`config.mk`:
```
export PLATFORM = sky130hd
export DESIGN_NAME = dbg_uart
export DESIGN_NICKNAME = d
export VERILOG_FILES = /design/src/rtl/dbg_pkg.sv /design/src/rtl/dbg_uart_sync_fifo.sv /design/src/rtl/dbg_uart.sv
export SDC_FILE = /design/constraint.sdc
export NUM_CORES = 1
export LEC_CHECK = 0
export BUFFER_PORTS_ARGS = -buffer_cell sky130_fd_sc_hd__buf_4
export CORE_MARGIN = 2
export CORE_UTILIZATION = 50
export DETAILED_ROUTE_END_ITERATION = 10
export PLACE_DENSITY = 0.72
export SKIP_CTS_REPAIR_TIMING = 1
export SLEW_MARGIN = 20
export SYNTH_ARGS = -nofsm -noshare
export SYNTH_HDL_FRONTEND = slang
export SYNTH_SLANG_ARGS = --single-unit
```
`constraint.sdc`:
```
create_clock -name clk -period 16.9 [get_ports clk]
set_input_delay 2.535 -clock clk [delete_from_list [all_inputs] [get_ports clk]]
set_output_delay 2.535 -clock clk [all_outputs]
set_load 0.02 [all_outputs]
```
`src/rtl/dbg_pkg.sv`:
```
// Shared types and constants for the debug UART: transmitter state encoding and frame geometry.
// Latency: n/a (declarations only).
// Backpressure: n/a.
package dbg_pkg;

    // Transmitter states; IDLE is the only state in which the line is not carrying a frame.
    typedef enum logic [1:0] {
        IDLE  = 2'd0,
        START = 2'd1,
        DATA  = 2'd2,
        STOP  = 2'd3
    } tx_state_e;

    // One start bit, eight data bits, one stop bit.
    localparam int FRAME_BITS     = 10;
    localparam int DATA_BITS      = FRAME_BITS - 2;
    localparam int BYTES_PER_WORD = 4;

endpackage

```
`src/rtl/dbg_uart_sync_fifo.sv`:
```
// Generic single-clock FIFO with registered pointers and a combinational head read.
// Latency: a word pushed at edge k is visible on dout_o after edge k.
// Backpressure: a push while full is written only if a pop happens on the same edge; otherwise it is ignored.
// Ports: clk/rst_n, push_i/din_i write side, pop_i read side, dout_o head word, full_o/empty_o status.
module sync_fifo #(
    parameter int WIDTH = 32,
    parameter int DEPTH = 8
) (
    input  logic             clk,
    input  logic             rst_n,
    input  logic             push_i,
    input  logic [WIDTH-1:0] din_i,
    input  logic             pop_i,
    output logic [WIDTH-1:0] dout_o,
    output logic             full_o,
    output logic             empty_o
);

    localparam int AW = $clog2(DEPTH);

    // One extra pointer bit distinguishes full (MSBs differ) from empty (MSBs equal).
    logic [AW:0]      wr_ptr_q;
    logic [AW:0]      rd_ptr_q;
    logic [WIDTH-1:0] mem_q [DEPTH];

    logic wr_en;
    logic rd_en;

    assign empty_o = (wr_ptr_q == rd_ptr_q);
    assign full_o  = (wr_ptr_q[AW] != rd_ptr_q[AW]) &&
                     (wr_ptr_q[AW-1:0] == rd_ptr_q[AW-1:0]);

    assign rd_en  = pop_i && !empty_o;
    // When full, the slot being written is the one being read out this edge, so a
    // simultaneous pop frees exactly the space the push needs.
    assign wr_en  = push_i && (!full_o || rd_en);
    assign dout_o = mem_q[rd_ptr_q[AW-1:0]];

    always_ff @(posedge clk or negedge rst_n) begin
        if (!rst_n) begin
            wr_ptr_q <= '0;
            rd_ptr_q <= '0;
        end else begin
            if (wr_en) begin
                wr_ptr_q <= wr_ptr_q + 1'b1;
            end
            if (rd_en) begin
                rd_ptr_q <= rd_ptr_q + 1'b1;
            end
        end
    end

    // Storage needs no reset: a slot is only read after it has been written.
    always_ff @(posedge clk) begin
        if (wr_en) begin
            mem_q[wr_ptr_q[AW-1:0]] <= din_i;
        end
    end

endmodule

```
`src/rtl/dbg_uart.sv`:
```
// Captures each change on the CPU debug bus into a FIFO and sends the words out LSB-byte-first as 8N1 UART.
// Latency: input change before edge k is queued at edge k, popped at k+1, start bit drives tx after k+1; 40*CLK_DIV cycles per word.
// Backpressure: none toward the CPU; a change arriving while the FIFO is full (and not popping) is dropped and counted.
// Ports: clk, rst_n (async active-low), dbg_in (CPU dbg_out), enable (capture gate),
//        tx (serial line, idle high), busy, overflow (sticky), drop_cnt (saturating at 255).
module dbg_uart
    import dbg_pkg::*;
#(
    parameter int CLK_DIV = 868,
    parameter int DEPTH   = 8
) (
    input  logic        clk,
    input  logic        rst_n,
    input  logic [31:0] dbg_in,
    input  logic        enable,
    output logic        tx,
    output logic        busy,
    output logic        overflow,
    output logic [7:0]  drop_cnt
);

    localparam int            CW       = (CLK_DIV > 1) ? $clog2(CLK_DIV) : 1;
    localparam logic [CW-1:0] CNT_LAST = CW'(CLK_DIV - 1);
    localparam logic [2:0]    BIT_LAST = 3'(DATA_BITS - 1);
    localparam logic [1:0]    BYTE_LAST = 2'(BYTES_PER_WORD - 1);

    // ---------------------------------------------------------------- change detect
    logic [31:0] prev_q;
    logic        push;

    assign push = enable && (dbg_in != prev_q);

    // ---------------------------------------------------------------- FIFO
    logic        pop;
    logic [31:0] fifo_dout;
    logic        fifo_full;
    logic        fifo_empty;

    sync_fifo #(
        .WIDTH (32),
        .DEPTH (DEPTH)
    ) u_fifo (
        .clk     (clk),
        .rst_n   (rst_n),
        .push_i  (push),
        .din_i   (dbg_in),
        .pop_i   (pop),
        .dout_o  (fifo_dout),
        .full_o  (fifo_full),
        .empty_o (fifo_empty)
    );

    // ---------------------------------------------------------------- drop accounting
    logic       overflow_q;
    logic [7:0] drop_cnt_q;
    logic       drop;

    assign drop = push && fifo_full && !pop;

    always_ff @(posedge clk or negedge rst_n) begin
        if (!rst_n) begin
            prev_q     <= '0;
            overflow_q <= 1'b0;
            drop_cnt_q <= '0;
        end else begin
            prev_q <= dbg_in;
            if (drop) begin
                overflow_q <= 1'b1;
                if (drop_cnt_q != 8'hFF) begin
                    drop_cnt_q <= drop_cnt_q + 8'd1;
                end
            end
        end
    end

    // ---------------------------------------------------------------- transmitter
    tx_state_e     state_q;
    logic [CW-1:0] cnt_q;
    logic [2:0]    bit_q;
    logic [1:0]    byte_q;
    logic [31:0]   word_q;
    logic          tx_q;

    logic bit_end;
    logic last_byte;

    assign bit_end   = (cnt_q == CNT_LAST);
    assign last_byte = (byte_q == BYTE_LAST);

    // Pop either to start from idle or to chain the next word straight after the final stop bit.
    assign pop = !fifo_empty &&
                 ((state_q == IDLE) ||
                  ((state_q == STOP) && bit_end && last_byte));

    // word_q shifts right one place per data bit, so word_q[0] is always the next bit to send
    // and after eight shifts the following byte sits in word_q[7:0].
    always_ff @(posedge clk or negedge rst_n) begin
        if (!rst_n) begin
            state_q <= IDLE;
            cnt_q   <= '0;
            bit_q   <= '0;
            byte_q  <= '0;
            word_q  <= '0;
            tx_q    <= 1'b1;
        end else begin
            case (state_q)
                IDLE: begin
                    cnt_q <= '0;
                    tx_q  <= 1'b1;
                    if (!fifo_empty) begin
                        word_q  <= fifo_dout;
                        byte_q  <= '0;
                        tx_q    <= 1'b0;
                        state_q <= START;
                    end
                end
                START: begin
                    if (bit_end) begin
                        cnt_q   <= '0;
                        bit_q   <= '0;
                        tx_q    <= word_q[0];
                        state_q <= DATA;
                    end else begin
                        cnt_q <= cnt_q + CW'(1);
                    end
                end
                DATA: begin
                    if (bit_end) begin
                        cnt_q  <= '0;
                        word_q <= word_q >> 1;
                        if (bit_q == BIT_LAST) begin
                            tx_q    <= 1'b1;
                            state_q <= STOP;
                        end else begin
                            bit_q <= bit_q + 3'd1;
                            tx_q  <= word_q[1];
                        end
                    end else begin
                        cnt_q <= cnt_q + CW'(1);
                    end
                end
                STOP: begin
                    if (bit_end) begin
                        cnt_q <= '0;
                        if (!last_byte) begin
                            byte_q  <= byte_q + 2'd1;
                            tx_q    <= 1'b0;
                            state_q <= START;
                        end else if (!fifo_empty) begin
                            word_q  <= fifo_dout;
                            byte_q  <= '0;
                            tx_q    <= 1'b0;
                            state_q <= START;
                        end else begin
                            tx_q    <= 1'b1;
                            state_q <= IDLE;
                        end
                    end else begin
                        cnt_q <= cnt_q + CW'(1);
                    end
                end
                default: begin
                    tx_q    <= 1'b1;
                    state_q <= IDLE;
                end
            endcase
        end
    end

    assign tx       = tx_q;
    assign busy     = !fifo_empty || (state_q != IDLE);
    assign overflow = overflow_q;
    assign drop_cnt = drop_cnt_q;

endmodule
```
==> impl_results.md, run 1 <==
* Commonest cells post-synth: 256 x edfxtp_1, 98 x dfrtp_1, 64 x mux4_2, 50 x nand2_1, 49 x nor2_1
* WHS at approximately 0.47 ns
* Pint at about 1.9 mW
* Cell area after layout at ~16000 um2
* Total GRT Usage at 0.1906
* Inserted Clock Buffers at 38
* Vias in the first global route at ~7.2k
* Sequential fraction of the synthesis area at 0.7176
* Drt initial violations at between 500 and 600
* Port bufs at 45
* Synth-to-Final Area Change at 13.74%
* Die area at 29700 um2
* Vias/cell at ~5.6
* Number of synthesis warnings at 0
* Final net count at between 900 and 1k
* Vias at roughly 7.2k
* Status: finished, final reports clean
* Worst endpoint data arrival time at 2.35 ns
* Synthesized flop and latch total at approximately 360
* Routed WL at roughly 27 mm
* DRC at 0
* Slew at the pin closest to its max-slew limit at roughly 1.1 ns
* Maximum clock frequency at around 0.20 GHz
* Root buffer cell: clkbuf_16
* Max-cap violations at 0
* Antenna violations before repair at 1
* CTS Buffer Depth at 3
* Row Count at 61
* RSZ-0062 raised after global routing: false
* Largest cells by area after synthesis: edfxtp_1 54%, dfrtp_1 17%, mux4_2 10%
* Leak pwr at approximately 6 nW
* Antenna fix cells at 0
* Final Hold Fails at 0
* Final core occ at 0.5784
* Worst EP required at 14.37 ns
* Post-synth top flop: edfxtp_1
* Clock-pin slew on the worst setup and hold paths at roughly 0.06 ns
* Number of distinct library cells after synthesis at 53
* Slew margin rel. at 0.2842
* Critical-path maximum fanout at 45
* Initial Utilization at 0.5086
* Peak supply drop at approximately 0.091 mV
* Clock power share at 0.280
* First-pass GRT wire length at around 42 mm
* Hold Path Class: reg -> reg
* Proportion of layout cells with a drive suffix above 1 at 0.2335
* H-tree depth at 2
* Combinational share of power at 0.285
* Async SR Flop Fraction at 0.2789
* Tmin final at 4.884 ns
* Net Sw Frac at 0.3115
* Die height at between 150 and 200 um
* EDFF count, synth at between 200 and 300
* CP Class: reg -> out
* Number of clock sinks at 355
* Post-Syn Instances at between 800 and 900
* Pwr Density at roughly 170 nW/um2
* Core area at 27860 um2
* Clock skew at between 0.015 and 0.02 ns
* Post-detail-place hpwl at between 15 and 20 mm
* Setup Viol. Count Final at 0
* Io pins at between 40 and 50
* Critical path capture point type: primary output
* Die width at around 170 um
* Synth area leader: edfxtp_1
* GRT Residual Overflow at 0
* Final Cycle Share at 0.2890
* Setup TNS at 0 ns
* Routability cong. at between 0.7 and 0.8
* Avg Inst Size Synth at 17.28 um2
* Drt pass-1 iters at 5
* Startpoint Class: flip-flop
* CTS tree: yes
* Clk Latency, worst-skew pair at around 0.52 ns
* Placed cell areas at roughly 15000 um2
* Count leader, synth: edfxtp_1
* Yosys top cell area share at 0.5426
* P_sw at 0.8630 mW
* Syn_nets at slightly below 900
* Wirelength per Cell at approximately 21 um
* Slew Limit Fails at 0
* Synthesized area at 14170 um2
* Post-DRT Antenna Nets at 0
* Pin count of the biggest net entering global routing at 73
* Reg power frac at 0.435
## final timing paths
path                                                     start                             end  slack (ns)  cells after the start
worst max-delay path            u_fifo.rd_ptr_q[2]$_DFFE_PN0P_                            busy       12.02                      5
max in group asynchronous                                rst_n  u_fifo.rd_ptr_q[1]$_DFFE_PN0P_       13.65                      2
worst max register to register  u_fifo.rd_ptr_q[2]$_DFFE_PN0P_   u_fifo.mem_q[3][29]$_DFFE_PP_       13.68                      7
min in group asynchronous                                rst_n              cnt_q[5]$_DFF_PN0_        2.06                      1
worst min-delay path                      overflow$_DFFE_PN0P_            overflow$_DFFE_PN0P_        0.47                      1
worst min register to register            overflow$_DFFE_PN0P_            overflow$_DFFE_PN0P_        0.47                      1
## critical path, cell delays in order, from the launching register on
cell and delay (ns):
dfrtp_2 0.34, buf_4 0.64, xnor2_2 0.19, and4b_1 0.35, nand2_1 0.11, buf_4 0.18
## through the flow
stage	std cells	setup WS [ns]	power (mW)
3_5_place_dp	1218	11.57	2.021
5_1_grt	1286	11.89	2.928
6_report	1286	12.02	2.770
3_3_place_gp	1218	11.61	1.998
2_1_floorplan	820	9.645	1.810
4_1_cts	1286	11.99	2.800
## sequential cells by signal, indices dropped and copies added (netlist names), 3 cells and up
register / count
u_fifo.rd_ptr_q: 4
bit_q: 3
u_fifo.wr_ptr_q: 4
drop_cnt: 8
u_fifo.mem_q: 256
prev_q: 32
cnt_q: 10
word_q: 32
## routing by layer
metal | vias up | track usage | part of all wire | wire length [um]
met2 | 161 | 0.3043 | 0.49 | 13060
met3 | 32 | 0.03616 | 0.051 | 1380
met1 | 3713 | 0.2746 | 0.45 | 11960
li1 | 3268 | - | - | -
met5 | - | 0 | 0 | 0
met4 | 0 | 0.04823 | 0.016 | 432
## logic make-up (layout without fill, tap and decap cells)
| kind of cell | Yosys count | in the layout | synth area share |
|---|---|---|---|
| mux | 103 | 103 | 0.1301 |
| fa+ha+maj | 11 | 11 | 0.009715 |
| flops | 355 | 355 | 0.7176 |
| simple gates | 159 | 159 | 0.05493 |
| compound gates | 90 | 90 | 0.03586 |
| buf+inv | 49 | 137 | 0.01749 |
| xor+xnor | 53 | 53 | 0.03436 |
## power by group through the flow
stage / clock network [mW] / logic (mW) / registers (mW)
after global routing: 0.830 / 0.875 / 1.22
after global placement: 0 / 0.783 / 1.22
after floorplan: 0 / 0.630 / 1.18
after detailed placement: 0 / 0.799 / 1.22
after CTS: 0.793 / 0.801 / 1.21
final: 0.777 / 0.789 / 1.20
## cells in the final DEF, fill, tap and decap left out, types with 7 or more instances in the layout
| cell | instances |
|---|---|
| buf_4 | 63 |
| xor2_1 | 40 |
| nor4_1 | 8 |
| nand3_1 | 11 |
| xnor2_1 | 10 |
| nor2_1 | 49 |
| ha_1 | 10 |
| o21ai_0 | 35 |
| mux2i_1 | 33 |
| nand4_1 | 9 |
| mux4_2 | 64 |
| a21oi_1 | 35 |
| dfrtp_1 | 95 |
| clkbuf_16 | 39 |
| edfxtp_1 | 256 |
| clkinv_2 | 7 |
| nand2_1 | 50 |
## cell type report
class	instances	area [um2]
Tap cell	378	473.0
Sequential cell	355	10170
Clock buffer	48	1040
Timing Repair Buffer	63	473.0
Inverter	6	22.52
Fill cell	2081	11740
Clock inverter	20	136.4
Multi-Input combinational cell	416	3797
Power figures use the tool's default switching activity.
==> inputs of run 2 (changes only) <==
Settings changed: ABC_AREA set to 1.
Clock period 16.9 ns to 4.95 ns, I/O delays scaled along.
==> run 2 against run 1 <==
Effect of this change:
- synthesized cell count is 64% higher
- worst setup slack got worse by 10 ns
- die area is 5.1% higher
- first-iteration DRC count grew 66%
- sequential share of layout area decreased by 3.0 points
- critical path depth grew 3
- utilization fell by 0.42 points
- area after synthesis up 5.2%
- global-route usage increased by 3.0 points
- cell area rose by 5.1%
- non-clock buffer count rose by 1
- critical endpoint is now u_fifo.mem_q[0][27]$_DFFE_PP_
- largest power group unchanged
- highest routed layer unchanged
==> impl_results.md, run 2 <==
* Worst r2r path cells at 8
* Antenna violations before repair at 0
* Vias in the first global route at ~9.9k
* Critical-path maximum fanout at 61
* RSZ-0062 raised after global routing: false
* Avg Inst Size Synth at around 11 um2
* Number of clock sinks at around 360
* H-tree depth at 2
* Clock-pin slew on the worst setup and hold paths at about 0.07 ns
* Vias/cell at ~5.5
* Bufs and invs on worst path at 1
* Pre-CTS setup slack at about 1.3 ns
* Number of synthesis warnings at 0
* Vias at around 10k
* Hold Path Class: in -> async
* Startpoint Class: flip-flop
* Wirelength per Cell at ~19 um
* Largest cells by area after synthesis: edfxtp_1 52%, dfrtp_1 16%, nand2_1 6.2%
* Synth area leader: edfxtp_1
* Clk Latency, worst-skew pair at between 0.5 and 0.6 ns
* Routed WL at roughly 33 mm
* Tmin final at roughly 3.2 ns
* Critical Path Stages at 8
* Antenna fix cells at 0
* Core area at slightly below 30000 um2
* Sequential fraction of the synthesis area at 0.6822
* Count leader, synth: edfxtp_1
* CTS tree: yes
* Most common library cell in the layout ignoring fill and taps: edfxtp_1
* Post-synth top flop: edfxtp_1
* Synthesized flop and latch total at about 360
* Die width at roughly 180 um
* Pwr Density at just over 600 nW/um2
* Die height at around 180 um
* Commonest cells post-synth: 256 x edfxtp_1, 245 x nand2_1, 199 x nor2_1, 154 x o21ai_0, 98 x dfrtp_1
* Fin worst setup slack at about 1.8 ns
* Setup TNS at 0 ns
* Setup Viol. Count Final at 0
* Final Hold Fails at 0
* Number of distinct library cells after synthesis at 42
* Async SR Flop Fraction at 0.2789
* Max-cap violations at 0
* Final Non-Filler Cells at approximately 1.8k
* Cell area after layout at ~17000 um2
* Io pins at 46
* CTS Buffer Depth at 3
* Worst Setup SP: u_fifo.rd_ptr_q[0]$_DFFE_PN0P_
* Slew Limit Fails at 0
* Placed Cells at approximately 1.7k
* Status: finished, final reports clean
* Final Cycle Share at 0.6408
* Drt initial violations at ~990
* Post-detail-place hpwl at approximately 19 mm
* Proportion of layout cells with a drive suffix above 1 at 0.1138
* Initial Utilization at 0.5055
* CP Class: reg -> reg
* DRC at 0
* Slew margin rel. at 0.3399
* Clock skew at approximately 0.022 ns
* Worst path max stage delay at between 0.8 and 0.9 ns
* Yosys top cell area share at 0.5159
* GRT Residual Overflow at 0
* Port bufs at 45
* Syn_nets at around 1.4k
* Die area at around 31000 um2
* Most frequent cells in the layout: 256 x edfxtp_1, 245 x nand2_1, 191 x nor2_1
* EDFF count, synth at about 260
* Critical path capture point type: flip-flop
* Synth-to-Final Area Change at 13.60%
* Routability cong. at ~0.80
* Post-DRT Antenna Nets at 0
* Most common cell on crit path: nor2_4
* Pin count of the biggest net entering global routing at 73
* Slew at the pin closest to its max-slew limit at 0.9877 ns
* Row Count at 63
* Peak supply drop at approximately 0.35 mV
* Root buffer cell: clkbuf_16
* Total GRT Usage at 0.2202
* Drt pass-1 iters at 7
* Largest register FFs at about 260
* WHS at 0.3157 ns
* Worst r2r src: u_fifo.rd_ptr_q[0]$_DFFE_PN0P_
* Synthesized area at approximately 15000 um2
* CP Cell Sequence: xor2_1, nor2_2, nand3_1, a21oi_4, nor2_4, nand2_1, nor2_4, buf_4
* Leak pwr at 6.683 nW
* Worst EP required at slightly above 5 ns
* Inserted Clock Buffers at 37
* Final net count at roughly 1.4k
* Slowest CP cell: dfrtp_4
* Post-Syn Instances at roughly 1.3k
* Top delay family on crit path: simple AND/OR/NAND/NOR gates
* Maximum clock frequency at roughly 0.32 GHz
* Placed cell areas at between 15000 and 20000 um2
* Worst endpoint data arrival time at ~3.4 ns
* First-pass GRT wire length at between 50 and 60 mm
==> run 2: cell count changes in the layout (fill, tap and decap cells not counted), moves of 62 or more <==
cell,delta
nand2_1,+195
nor2_1,+142
o21ai_0,+119
inv_1,+89
mux4_2,-64
o22ai_1,+62
==> run 2: layer usage <==
metal | up-vias | part of all wire | global-route usage
li1 | 4712 | - | -
met4 | 0 | 0.023 | 0.06956
met5 | - | 0 | 0
met3 | 54 | 0.065 | 0.03329
met2 | 347 | 0.49 | 0.3691
met1 | 4869 | 0.42 | 0.2980
==> run 2: worst reg2reg max path, cell delays in order, from the launching register on <==
cell and delay (ns):
dfrtp_4 0.87, xor2_1 0.23, nor2_2 0.08, nand3_1 0.11, a21oi_4 0.09, nor2_4 0.19
nand2_1 0.26, nor2_4 0.75, buf_4 0.30
==> run 2: area by class of cell <==
type,instances,area [um2]
repair buffers,64,480.5
inverters,100,381.6
flip-flops and latches,355,10170
fillers,2399,12550
clock buffers,50,1077
well taps,390,488.0
multi-input cells,828,4100
clock inverters,18,230.2
==> run 2: through the flow <==
step,power [mW],util
2_1_floorplan,6.421,-
3_3_place_gp,7.225,0.5299
3_5_place_dp,7.325,0.5299
4_1_cts,10.25,0.5742
5_1_grt,10.79,0.5742
6_report,10.21,0.5742
==> run 2: path summary, 6_finish.rpt <==
| kind | end | slack [ns] |
|---|---|---|
| worst max-delay path | u_fifo.mem_q[0][27]$_DFFE_PP_ | 1.78 |
| worst min-delay path | prev_q[17]$_DFF_PN0_ | 0.32 |
| worst max register to register | u_fifo.mem_q[0][27]$_DFFE_PP_ | 1.78 |
| worst min register to register | overflow$_DFFE_PN0P_ | 0.46 |
| max in group asynchronous | prev_q[30]$_DFF_PN0_ | 3.51 |
| min in group clk | prev_q[6]$_DFF_PN0_ | 0.39 |
==> run 2: report_power, final <==
part           switching (mW)  internal, mW
registers               0.302          3.76
clock network            1.15          1.76
logic                    2.26         0.979
total                    3.71          6.50
==> run 2: cells by family after synthesis <==
| kind of cell | Yosys count | share of synthesized area |
|---|---|---|
| xor gates and xnor gates | 26 | 0.01579 |
| adders and majority gates | 11 | 0.009236 |
| and+or+nand+nor | 520 | 0.1442 |
| buffers and inverters | 164 | 0.04668 |
| AOI/OAI and AO/OA | 271 | 0.1018 |
| DFF | 355 | 0.6822 |
